$ cat config.mk
export PLATFORM = sky130hd
export DESIGN_NAME = apb_master_ctrl
export DESIGN_NICKNAME = d
export VERILOG_FILES = /design/src/rtl/apb_master_ctrl.sv
export SDC_FILE = /design/constraint.sdc
export NUM_CORES = 1
export LEC_CHECK = 0
export CAP_MARGIN = 20
export CORE_MARGIN = 2
export CORE_UTILIZATION = 25
export DETAILED_ROUTE_END_ITERATION = 10
export PLACE_DENSITY = 0.51
export SKIP_LAST_GASP = 1
export SLEW_MARGIN = 10
export SYNTH_ARGS = -nofsm -noshare
export SYNTH_HDL_FRONTEND = slang
export SYNTH_SLANG_ARGS = --single-unit
$ cat constraint.sdc
create_clock -name Hclk -period 2 [get_ports Hclk]
set_input_delay 0.4 -clock Hclk [delete_from_list [all_inputs] [get_ports Hclk]]
set_output_delay 0.4 -clock Hclk [all_outputs]
set_load 0.02 [all_outputs]
$ cat src/rtl/apb_master_ctrl.sv
// APB requester: takes single read/write commands on a valid/ready port, decodes one of three
// peripheral selects, runs SETUP/ACCESS with a bounded wait, and returns a one-cycle response.
module apb_master_ctrl #(
    parameter int ADDR_W  = 32,
    parameter int DATA_W  = 32,
    parameter int TIMEOUT = 16
) (
    input  logic              Hclk,
    input  logic              Hreset,
    input  logic              cmd_valid,
    output logic              cmd_ready,
    input  logic              cmd_write,
    input  logic [ADDR_W-1:0] cmd_addr,
    input  logic [DATA_W-1:0] cmd_wdata,
    output logic              rsp_valid,
    output logic [DATA_W-1:0] rsp_rdata,
    output logic              rsp_err,
    output logic [2:0]        Pselx,
    output logic              Penable,
    output logic              Pwrite,
    output logic [ADDR_W-1:0] Paddr,
    output logic [DATA_W-1:0] Pwdata,
    input  logic [DATA_W-1:0] Prdata,
    input  logic              Pready,
    output logic [1:0]        fsm_state
);

    // Handshake: a command transfers on a rising edge where cmd_valid && cmd_ready; cmd_ready
    // never looks at cmd_valid. Responses are single-cycle pulses with no backpressure.

    typedef enum logic [1:0] {
        IDLE   = 2'd0,
        SETUP  = 2'd1,
        ACCESS = 2'd2
    } state_t;

    localparam logic [7:0] WAIT_LAST = 8'(TIMEOUT - 1);

    state_t              state;
    state_t              state_next;
    logic [2:0]          sel_q;
    logic [ADDR_W-1:0]   addr_q;
    logic [DATA_W-1:0]   wdata_q;
    logic                write_q;
    logic [7:0]          wait_cnt;
    logic                err_pending;

    logic [2:0]          dec_sel;
    logic                accept;
    logic                rsp_set;
    logic                rsp_err_set;
    logic [DATA_W-1:0]   rsp_rdata_set;
    logic                pending_set;

    always_comb begin
        dec_sel = 3'b000;
        case (cmd_addr[ADDR_W-1 -: 6])
            6'b100000: dec_sel = 3'b001;
            6'b100001: dec_sel = 3'b010;
            6'b100010: dec_sel = 3'b100;
            default:   dec_sel = 3'b000;
        endcase
    end

    assign cmd_ready = ((state == IDLE) && !err_pending) || ((state == ACCESS) && Pready);
    assign accept    = cmd_valid && cmd_ready;

    always_comb begin
        state_next    = state;
        rsp_set       = 1'b0;
        rsp_err_set   = 1'b0;
        rsp_rdata_set = '0;
        pending_set   = 1'b0;
        case (state)
            IDLE: begin
                if (err_pending) begin
                    rsp_set     = 1'b1;
                    rsp_err_set = 1'b1;
                end else if (accept) begin
                    if (dec_sel != 3'b000) begin
                        state_next = SETUP;
                    end else begin
                        rsp_set     = 1'b1;
                        rsp_err_set = 1'b1;
                    end
                end
            end
            SETUP: state_next = ACCESS;
            ACCESS: begin
                if (Pready) begin
                    rsp_set       = 1'b1;
                    rsp_rdata_set = write_q ? '0 : Prdata;
                    state_next    = IDLE;
                    // A bad back-to-back command owes an error response one cycle after this one.
                    if (accept) begin
                        if (dec_sel != 3'b000) state_next = SETUP;
                        else                   pending_set = 1'b1;
                    end
                end else if (wait_cnt == WAIT_LAST) begin
                    rsp_set     = 1'b1;
                    rsp_err_set = 1'b1;
                    state_next  = IDLE;
                end
            end
            default: state_next = IDLE;
        endcase
    end

    always_ff @(posedge Hclk) begin
        if (Hreset) begin
            state       <= IDLE;
            sel_q       <= 3'b000;
            addr_q      <= '0;
            wdata_q     <= '0;
            write_q     <= 1'b0;
            wait_cnt    <= 8'd0;
            err_pending <= 1'b0;
            rsp_valid   <= 1'b0;
            rsp_err     <= 1'b0;
            rsp_rdata   <= '0;
        end else begin
            state       <= state_next;
            err_pending <= pending_set;
            rsp_valid   <= rsp_set;
            rsp_err     <= rsp_err_set;
            rsp_rdata   <= rsp_rdata_set;
            if (accept) begin
                sel_q   <= dec_sel;
                addr_q  <= cmd_addr;
                wdata_q <= cmd_wdata;
                write_q <= cmd_write;
            end
            if (state_next == SETUP) begin
                wait_cnt <= 8'd0;
            end else if ((state == ACCESS) && !Pready && (wait_cnt != 8'hFF)) begin
                wait_cnt <= wait_cnt + 8'd1;
            end
        end
    end

    assign Pselx     = ((state == SETUP) || (state == ACCESS)) ? sel_q : 3'b000;
    assign Penable   = (state == ACCESS);
    assign Pwrite    = write_q;
    assign Paddr     = addr_q;
    assign Pwdata    = wdata_q;
    assign fsm_state = state;

endmodule

==> impl_results.md, run 1 <==
- Initial core utilization: 25.63%
- Simple-gate share of the synthesized area: 24.57%
- Initial antenna violation count: 0
- Proportion of synthesized area in mux cells: 0.2569%
- Vias in the first global route: 3,747
- Syn_nets: 549
- WHS: 0.4514 ns
- Core ar.: 15,200 µm²
- # fillers: 1,464
- Req. time, crit path: 2.26 ns
- Most Crowded Layer GR: met2
- Layout Utilization: 46.04%
- Post-synthesis cell count: 443
- Max stage delay on crit path: 0.58 ns
- Row count: 45
- CP Cell Sequence: clkdlybuf4s50_1, or4b_4, buf_4, nor2_4, a221oi_4, nor3_4, buf_12, nor3_1
- Run status: finished clean
- Routed vias/inst: 4.385
- Crit. End Element: register
- Synth Register Bits: 113
- Detailed Routing Iterations Pass 1: 4
- Worst slew pin tran: 0.6276 ns
- Die Wd: 128.8 µm
- GR Util met3: 7.775%
- Number of setup violations in the final report: 0
- Vias: 3,789
- Wire per inst: 14.00 µm
- GR Util All Layers: 14.70%
- Crit start category: primary input
- Root Buffer: clkbuf_16
- DRC viols: 0
- Min setup slack post-route: 0.05537 ns
- Minimum clock period: 1.945 ns
- DP HPWL: 8.753 mm
- H-tree depth: 4
- Critical Path Fanout Max: 8
- Buffers on Ports: 206
- Crit path max-delay family: simple AND/OR/NAND/NOR gates
- Total clock sinks: 113
- Synth cell types: 30
- Register area: 2266 µm²
- Power Density: 887.7 nW/µm²
- Footprint of the multi-input gates: 1608 µm²
- Pins Over Slew Limit: 0
- Worst VDD drop: 0.0005450 V
- Clk Latency, worst-skew pair: 0.40 ns
- Die area: 16,600 µm²
- Post-synthesis adder-cell area fraction: 1.606%
- FF-to-FF setup slack: 0.12 ns
- Worst Path Buf+Inv: 3
- Final net count: 769
- Synthesized area per cell: 8.795 µm²
- Max_cap viols: 0
- WL final: 12.09 mm
- Die Y: 128.8 µm
- Pleak: 2.681 nW
- Clock Skew: 0.006056 ns
- Worst Hold Class: reg -> reg
- Synthesized area: 3896 µm²
- M2 GR Usage: 23.75%
- Slew HR: 58.16%
- DP Worst Slack: -0.5348 ns
- GR met1 Demand/Resource: 15.86%
- Final number of hold-violating endpoints: 0
- Post-synthesis sequential area ratio: 58.06%
- Initial DRC Count: 125
- RSZ-0062 raised after global routing: yes
- First-pass GRT wire length: 18.69 mm
- CP Class: in -> reg
- XOR/XNOR share of the synthesized area: 1.574%
- TritonCTS buffer count: 17
- Grt ovf: 0
- Arr. time, crit path: 2.20 ns
- Post-synthesis compound-gate area fraction: 11.05%
- Achievable Freq: 514.2 MHz
- Ys Warns: 0
- DRT antenna net count: 0
- GP Congestion: 0.7259
- Post-layout total power: 0.006213 W
- Crit-path slowest cell: or4b_4
- CTS tree: yes
- Layout cells sized above 1: 10.65%
- Largest net degree at the start of global routing: 56
- Ports: 207
- Syn-to-layout area delta: 79.64%
- Largest family of logic cells by synthesized area: simple AND/OR/NAND/NOR gates
- Worst-case clock buffer depth: 2
- Period utilisation layout: 97.23%
- TNS Setup: 0 ns
- Clk pin slew, worst setup/hold paths: 0.05 ns
- Ant diodes: 0
==> cells in the mapped netlist <==
library cell / n / share of area (%)
inv_1: 4 / 0.39
o21ai_1: 1 / 0.13
and2_1: 38 / 6.1
buf_1: 2 / 0.19
nor2b_1: 2 / 0.32
o21ai_0: 3 / 0.39
and4_1: 1 / 0.22
o21a_1: 1 / 0.19
nand2b_1: 2 / 0.32
or4b_4: 1 / 0.35
ha_1: 5 / 1.6
nor2_1: 4 / 0.39
a22oi_1: 1 / 0.19
a221oi_2: 1 / 0.39
nor3_1: 11 / 1.4
nor3_4: 1 / 0.42
and3_1: 3 / 0.48
o311ai_1: 2 / 0.45
a31oi_2: 1 / 0.32
a21oi_1: 70 / 9.0
clkbuf_1: 24 / 2.3
or2b_2: 1 / 0.22
xor2_1: 5 / 1.1
nand2_1: 136 / 13
xnor2_1: 2 / 0.45
nor3b_1: 3 / 0.58
nand4_1: 2 / 0.32
nor4_1: 2 / 0.32
dfxtp_1: 113 / 58
mux2i_1: 1 / 0.26
==> cell families (layout without fill, tap and decap cells) <==
kind of cell,Yosys count,after routing
adder cells (fa/ha/maj),5,5
multiplexers,1,1
AND/OR/NAND/NOR,207,207
flip-flops,113,113
XOR/XNOR,7,7
buffers and inverters,30,263
AO/OA/AOI/OAI,80,80
==> placed cells by master, fill, tap and decap left out, drive strengths merged, types with 3 or more instances in the layout <==
cell           netlist  final
dfxtp              113    113
clkbuf              24     20
inv                  4      4
xor2                 5      5
bufinv               0      3
buf                  2     24
o21ai                4      4
clkdlybuf4s50        0    199
and3                 3      3
nor3b                3      3
nand2              136    136
nor3                12     12
ha                   5      5
clkinv               0      6
a21oi               70     70
nor2                 4      4
and2                38     38
clkinvlp             0      4
==> metrics by stage <==
step / cell area, µm² / cells
after CTS: 6964 / 863
after detailed placement: 6304 / 830
after global placement: 6304 / 830
after floorplan: 3900 / 443
final: 6999 / 864
after global routing: 6999 / 864
==> worst reg2reg max path, stage by stage, from the launching register on <==
cell      delay, ns
dfxtp_1        0.33
inv_1          0.10
ha_2           0.22
and2_1         0.20
o21a_2         0.27
a221oi_4       0.31
nor3_4         0.08
buf_12         0.14
nor3_1         0.15
==> routing by layer <==
layer,vias to the layer above,share of wire [%],routed length (µm)
met5,-,0,0
met4,0,2.4,293
met3,21,12,1423
met2,174,45,5462
met1,1711,41,4913
li1,1883,-,-
==> state kept, by name (all words and copies together) (netlist names) <==
register,flops
rsp_err,1
rsp_valid,1
wait_cnt,8
err_pending,1
rsp_rdata,32
Pwdata,32
Pwrite,1
fsm_state,2
Paddr,32
sel_q,3
==> report_power, final <==
part | switching [W] | leakage, nW | internal (W)
combinational | 0.000344 | 1.47 | 0.000406
sequential | 0.0000421 | 0.924 | 0.00234
clock | 0.00106 | 0.291 | 0.00202
total | 0.00145 | 2.68 | 0.00477
==> final cells by class <==
cell class	instances	area share, %
clock buffers	19	6.471
clock inverters	13	2.306
well taps	188	3.361
repair buffers	227	32.30
flip-flops and latches	113	32.37
multi-input cells	300	22.97
inverters	4	0.2145
==> timing repair <==
action | 4_1_cts | 5_1_grt
resized for setup | 21 | 6
setup endpoints to repair | 13 | 11
buffers inserted | 1 | 1
pin swaps | 4 | 1
hold buffers | 0 | 0
==> worst paths after layout <==
| kind | startpoint | end | cells after the start |
|---|---|---|---|
| max | cmd_addr[28] | wait_cnt[4]$_SDFFE_PP0P_ | 8 |
| min | Paddr[17]$_SDFFE_PP0P_ | Paddr[17]$_SDFFE_PP0P_ | 2 |
| max reg2reg | fsm_state[0]$_SDFF_PP0_ | wait_cnt[6]$_SDFFE_PP0P_ | 8 |
| min reg2reg | Paddr[17]$_SDFFE_PP0P_ | Paddr[17]$_SDFFE_PP0P_ | 2 |
(Power assumes the default switching activity.)
==> inputs of run 2 (changes only) <==
- CTS_CLUSTER_SIZE: unset -> 28
==> results of run 2 <==
Final layout, timing and power as in run 1 (identical DEF).
==> inputs of run 3 (changes only) <==
- MAX_ROUTING_LAYER: unset -> met4
==> impl_results.md, run 3 (synthesis results as in run 1) <==
- DP HPWL: 8.753 mm (unchanged)
- Minimum clock period: 1.936 ns (was 1.945 ns)
- Vias: 3,781 (was 3,789)
- Slew HR: 58.79% (was 58.16%)
- Worst slew pin tran: 0.6181 ns (was 0.6276 ns)
- H-tree depth: 4 (unchanged)
- Critical Path Fanout Max: 8 (unchanged)
- Ant diodes: 0 (unchanged)
- Die area: 16,600 µm² (unchanged)
- Clk pin slew, worst setup/hold paths: 0.05 ns (about the same)
- Row count: 45 (unchanged)
- WHS: 0.4514 ns (about the same)
- Total clock sinks: 113 (unchanged)
- Final net count: 769 (unchanged)
- Run status: finished clean (unchanged)
- Buffers on Ports: 206 (unchanged)
- Clock Skew: 0.006926 ns (was 0.006056 ns)
- Die Wd: 128.8 µm (unchanged)
- Crit. End Element: register (unchanged)
- Layout cells sized above 1: 10.65% (unchanged)
- Clk Latency, worst-skew pair: 0.40 ns (about the same)
- Power Density: 887.7 nW/µm² (about the same)
- GR Util All Layers: 15.14% (was 14.70%)
- Initial antenna violation count: 0 (unchanged)
- CP Cell Sequence: clkdlybuf4s50_1, or4b_4, buf_4, nor2_4, a221oi_4, nor3_4, buf_12, nor3_1 (unchanged)
- Max stage delay on crit path: 0.58 ns (about the same)
- TNS Setup: 0 ns (unchanged)
- Pins Over Slew Limit: 0 (unchanged)
- TritonCTS buffer count: 17 (unchanged)
- Non-Filler Instances: 864 (unchanged)
- FF-to-FF setup slack: 0.12 ns (about the same)
- Initial DRC Count: 125 (unchanged)
- Worst Path Buf+Inv: 3 (unchanged)
- Syn-to-layout area delta: 79.64% (unchanged)
- Pleak: 2.681 nW (unchanged)
- Crit start category: primary input (unchanged)
- Ports: 207 (unchanged)
- Placed instance count: 830 (unchanged)
- Commonest non-fill, non-tap cell in the layout: clkdlybuf4s50_1 (unchanged)
- Largest net degree at the start of global routing: 56 (unchanged)
- Final number of hold-violating endpoints: 0 (unchanged)
- Routed vias/inst: 4.376 (was 4.385)
- Wire per inst: 13.99 µm (was 14.00 µm)
- Crit path max-delay family: simple AND/OR/NAND/NOR gates (unchanged)
- Number of setup violations in the final report: 0 (unchanged)
- DRT antenna net count: 0 (unchanged)
- Hold bufs inserted after CTS: 0 (unchanged)
- WL final: 12.09 mm (about the same)
- Detailed Routing Iterations Pass 1: 4 (unchanged)
- Max_cap viols: 0 (unchanged)
- Worst-case clock buffer depth: 2 (unchanged)
- Arr. time, crit path: 2.20 ns (about the same)
- CP Class: in -> reg (unchanged)
- Root Buffer: clkbuf_16 (unchanged)
- Grt ovf: 0 (unchanged)
- Core ar.: 15,200 µm² (unchanged)
- GP Congestion: 0.7346 (was 0.7259)
- Crit-path slowest cell: or4b_4 (unchanged)
- DRC viols: 0 (unchanged)
- RSZ-0062 raised after global routing: yes (unchanged)
- Achievable Freq: 516.6 MHz (was 514.2 MHz)
- Worst VDD drop: 0.0005485 V (was 0.0005450 V)
- First-pass GRT wire length: 18.64 mm (was 18.69 mm)
- Initial core utilization: 25.63% (unchanged)
- Req. time, crit path: 2.26 ns (about the same)
- Vias in the first global route: 3,752 (was 3,747)
- Worst Hold Class: reg -> reg (unchanged)
- CTS tree: yes (unchanged)
- Commonest cells after routing, fill and taps aside: 199 x clkdlybuf4s50_1, 136 x nand2_1, 112 x dfxtp_1 (unchanged)
- Period utilisation layout: 96.79% (was 97.23%)
- Min setup slack post-route: 0.06425 ns (was 0.05537 ns)
- DP Worst Slack: -0.5348 ns (unchanged)
- Die Y: 128.8 µm (unchanged)
- Layout Utilization: 46.04% (unchanged)
run 3: cell counts in the layout (fill, tap and decap cells not counted):
No cell type changed its count.
run 3: final timing paths:
check,from,end,cells after the start
min,Paddr[17]$_SDFFE_PP0P_,Paddr[17]$_SDFFE_PP0P_,2
min reg2reg,Paddr[17]$_SDFFE_PP0P_,Paddr[17]$_SDFFE_PP0P_,2
max,cmd_addr[28],wait_cnt[6]$_SDFFE_PP0P_,8
max reg2reg,fsm_state[0]$_SDFF_PP0_,wait_cnt[6]$_SDFFE_PP0P_,8
run 3: worst reg2reg max path, cell delays in order (launching register included):
cell,delay (ns)
dfxtp_1,0.33
inv_1,0.09
ha_2,0.22
and2_1,0.20
o21a_2,0.27
a221oi_4,0.31
nor3_4,0.08
buf_12,0.14
nor3_1,0.15
run 3: through the flow:
| step | power, W | instance area (µm²) |
|---|---|---|
| global route | 0.006497 | 6999 |
| CTS | 0.006330 | 6964 |
| floorplan | 0.002714 | 3900 |
| detailed placement | 0.003182 | 6304 |
| finish | 0.006213 | 6999 |
| global placement | 0.003173 | 6304 |
run 3: power by group:
group          leakage (nW)  internal [W]  total, W  switching (W)
clock network         0.291       0.00202   0.00308        0.00106
registers             0.924       0.00234   0.00238      0.0000422
logic                  1.47      0.000406  0.000750       0.000344
run 3: metal layers:
| metal | track usage (%) | part of all wire, % | vias to the layer above |
|---|---|---|---|
| li1 | - | - | 1885 |
| met1 | 16.60 | 43 | 1701 |
| met2 | 23.72 | 45 | 171 |
| met3 | 6.570 | 9.9 | 24 |
| met4 | 7.033 | 2.6 | 0 |
| met5 | - | 0 | - |
run 3: final cells by class:
type                    count  area [µm²]
repair buffers            227        2261
inverters                   4       15.01
multi-input cells         300        1608
well taps                 188       235.2
fillers                  1464        8203
clock inverters            13       161.4
clock buffers              19       452.9
flip-flops and latches    113        2266
run 3: timing repair:
action / 4_1_cts / 5_1_grt
gates resized for setup: 21 / 6
buffers inserted: 1 / 1
pin swaps: 4 / 1
setup endpoints to repair: 13 / 11
==> RTL change 1: new RTL, settings of run 3 <==
Register the output `rsp_err` once more, cleared by the reset; this adds one clock of latency there. The other outputs are not delayed to match.
--- a/src/rtl/apb_master_ctrl.sv
+++ b/src/rtl/apb_master_ctrl.sv
@@ -35,6 +35,8 @@
     } state_t;
 
     localparam logic [7:0] WAIT_LAST = 8'(TIMEOUT - 1);
+
+    logic rsp_err_s0;
 
     state_t              state;
     state_t              state_next;
@@ -116,13 +118,13 @@
             wait_cnt    <= 8'd0;
             err_pending <= 1'b0;
             rsp_valid   <= 1'b0;
-            rsp_err     <= 1'b0;
+            rsp_err_s0  <= 1'b0;
             rsp_rdata   <= '0;
         end else begin
             state       <= state_next;
             err_pending <= pending_set;
             rsp_valid   <= rsp_set;
-            rsp_err     <= rsp_err_set;
+            rsp_err_s0  <= rsp_err_set;
             rsp_rdata   <= rsp_rdata_set;
             if (accept) begin
                 sel_q   <= dec_sel;
@@ -145,5 +147,13 @@
     assign Pwdata    = wdata_q;
     assign fsm_state = state;
 
+    always_ff @(posedge Hclk) begin
+        if (Hreset) begin
+            rsp_err <= '0;
+        end else begin
+            rsp_err <= rsp_err_s0;
+        end
+    end
+
 endmodule
 
Behaviour: not the same (a bounded check fails within 4 cycles, from zero or initial values and one cycle with Hreset high).
==> RTL change 1 against run 3 <==
- fmax is 0.10% lower
- power decreased by 2.7%
- area after synthesis increased by 2.9%
- register-to-register slack about the same
- design area grew 1.7%
- worst setup slack lost 2.0 ps
- routed wire length is 2.2% higher
- sequential cell count is 1 higher
- highest routed layer unchanged
==> RTL change 1: results <==
set metrics [dict create \
    synth-compound-area-share 0.132 \
    period_needed_ps 1940 \
    via_per_inst 4.33 \
    drive_gt1_frac 0.107 \
    dp_hpwl_um 9130 \
    met3_length_um 1200 \
    wl_met1_um 5290 \
    p_leak_nw 2.70 \
    synth-xor-area-share 0.00437 \
    dr_wl_met2_um 5600 \
    powerComb_mw 0.745 \
    wl_per_cell_um 13.6 \
    dp_worst_setup_slack_ps -404 \
    status "complete, no violations" \
    track_usage 0.147 \
    p_seq_frac 0.397 \
    dp_cells 879 \
    met1_usage 0.168 \
    synth_fa_ha_area_frac 0.0156 \
    nNetsFinal 788 \
    grt_util_met3 0.0647 \
    synth_area_leaders "dfxtp_1, nand2_1, a21oi_1, and2_1, clkbuf_1" \
    ys_seq_area_frac 0.569 \
    grt_pass1_wl_um 18700 \
    peakVddDrop_mv 0.580 \
    worstPathArrival_ps 1540 \
    cpMaxStageDelayCell "dfxtp_2" \
    syn_avg_cell_area_um2 8.77 \
    power_frac_comb 0.123 \
    grt_pass1_vias 3815 \
    fin_hold_ws_ps 426 \
    drt_iter0_markers 142 \
    route.vias.total 3942 \
    dpl_cell_area_um2 6520 \
    hold_path_class "primary input to flop" \
]
-- RTL change 1: cell count changes after synthesis, moves of 3 or more --
cell      delta
nand2_1      +5
nor3_1       -4
xor2_1       -4
a211oi_1     +3
a21oi_1      +3
-- RTL change 1: worst paths after layout --
kind,endpoint,start
min,Paddr[13],Hreset
max reg2reg,wait_cnt[7],fsm_state[1]
min reg2reg,rsp_err,rsp_err_s0
max,cmd_ready,fsm_state[1]
-- RTL change 1: layout make-up --
| type | instances | area [µm²] |
|---|---|---|
| repair buffers | 232 | 2290 |
| clock buffers | 21 | 460 |
| flip-flops and latches | 114 | 2280 |
| well taps | 216 | 270 |
| inverters | 4 | 15.0 |
| clock inverters | 10 | 110 |
| fillers | 1578 | 8650 |
| multi-input cells | 313 | 1680 |
-- RTL change 1: timing repair --
action                     CTS  global route
pin swaps                    0             1
setup endpoints to repair    4            11
gates resized for setup     12             8
==> RTL change 2: new RTL, settings of run 3 <==
Made on the original files. The parameter `DATA_W` goes from 32 to 48.
--- a/src/rtl/apb_master_ctrl.sv
+++ b/src/rtl/apb_master_ctrl.sv
@@ -2,7 +2,7 @@
 // peripheral selects, runs SETUP/ACCESS with a bounded wait, and returns a one-cycle response.
 module apb_master_ctrl #(
     parameter int ADDR_W  = 32,
-    parameter int DATA_W  = 32,
+    parameter int DATA_W  = 48,
     parameter int TIMEOUT = 16
 ) (
     input  logic              Hclk,
Ports: changed (resized Prdata, Pwdata, cmd_wdata and rsp_rdata); port bits go from 207 to 271. The function was not compared with the original's and may differ.
==> RTL change 2 against run 3 <==
- worst setup slack improved by 30 ps
- critical path depth shrank 6
- design area increased by 25%
- clock power shrank 4%
- area after synthesis is 27% higher
- highest routed layer unchanged
- largest power group is now sequential cells
- power up 12%
- sequential share of layout area increased by 0.79 points
- sequential cell count increased by 32
- core utilization decreased by 1.1 points
- cell count grew 30%
- non-clock buffer count is 73 higher
- routed wire length increased by 33%
==> RTL change 2: results <==
set metrics [dict create \
    drive_gt1_frac 0.0938 \
    track_usage 0.158 \
    grt_max_degree 49 \
    post_cts_buffers 0 \
    route.vias.total 4766 \
    dr.pass1.iters 4 \
    max_stage_delay_ps 630 \
    async_reset_ff_frac 0 \
    cpLargestDelayFamily "buffers and inverters" \
    gp_congestion 0.781 \
    p_leak_nw 3.33 \
    cts_buffers 17 \
    antenna_found_initial 0 \
    cpMaxStageDelayCell "clkdlybuf4s50_1" \
    cts_htree_levels 4 \
    cts_root_buf "clkbuf_16" \
    worstPathArrival_ps 1510 \
    relSlewSlack 0.744 \
    hold_path_class "primary input to flop" \
    worst_skew_pair.late_latency_ps 410 \
    synthTopCellsByCount "nand2_1, dfxtp_1, a21oi_1, and2_1, clkbuf_1" \
    finalHoldViolCount 0 \
    clk_pin_slew_ps 60 \
    ctsResizeCount 12 \
    ys_seq_area_frac 0.587 \
    status "complete, no violations" \
    syn-num-nets 695 \
    ys_warn_count 0 \
    grt_pass1_wl_um 24400 \
    dp_hpwl_um 12100 \
    fin_skew_ps 8.74 \
    cts_buffer_depth 2 \
    via_per_inst 4.26 \
    ys_types 37 \
    dp_cells 1086 \
    port_buffers 270 \
    crit_fanout 4 \
    drt_iter0_markers 156 \
    grt_pass1_vias 4737 \
    synth_area_leaders "dfxtp_1, nand2_1, a21oi_1, and2_1, clkbuf_1" \
    synthFlopType "dfxtp_1" \
    wl_per_cell_um 14.3 \
    synthCells 557 \
    nNetsFinal 978 \
    peakVddDrop_mv 0.542 \
]
-- RTL change 2: cells by family (layout without fill, tap and decap cells) --
group	count (synthesis)	after routing	share of synthesized area
XOR/XNOR	3	3	0.00531
flip-flops	145	145	0.587
AO/OA/AOI/OAI	101	101	0.116
buffers and inverters	41	337	0.0331
AND/OR/NAND/NOR	260	260	0.242
multiplexers	2	2	0.00405
other	0	1	0
adder cells (fa/ha/maj)	5	5	0.0126
-- RTL change 2: report_power, final --
group | switching, mW | total [mW] | internal, mW
Clock | 1.33 | 2.96 | 1.62
Sequential | 0.0540 | 3.05 | 3.00
Combinational | 0.421 | 0.944 | 0.523
Total | 1.81 | 6.95 | 5.14
-- RTL change 2: path summary, 6_finish.rpt --
check / slack (ps) / endpoint / cells past startpoint / start
hold / removal: 400 / Pwdata[9] / 2 / Hreset
hold reg to reg: 450 / Pwdata[23] / 2 / Pwdata[23]
setup reg to reg: 150 / wait_cnt[2] / 9 / fsm_state[0]
setup / recovery: 90 / fsm_state[1] / 2 / fsm_state[1]
-- RTL change 2: stage by stage --
stage                     utilization  setup TNS [ps]  hold slack (ps)  setup slack [ps]  instance area, µm²
after floorplan                     -               0              448              37.3                4970
after global placement          0.422           -2100              442              -226                8210
after detailed placement        0.422           -1880              447              -195                8210
after CTS                       0.450           -91.0              399             -91.0                8760
after global routing            0.450           -4.00              400             -4.00                8750
final                           0.450               0              398              93.8                8750
-- RTL change 2: cell type report --
type / count / area [µm²]
Antenna cell: 1 / 2.50
Clock inverter: 15 / 126
Tap cell: 265 / 332
Inverter: 5 / 18.8
Clock buffer: 17 / 425
Sequential cell: 145 / 2900
Fill cell: 1870 / 10700
Multi-Input combinational cell: 371 / 1930
Timing Repair Buffer: 300 / 3020
-- RTL change 2: metal layers --
metal	track usage	wire [µm]	part of all wire
met1	0.167	6300	0.39
met2	0.271	8090	0.50
met3	0.0694	1550	0.097
met4	0.0399	115	0.0072
met5	-	0	0
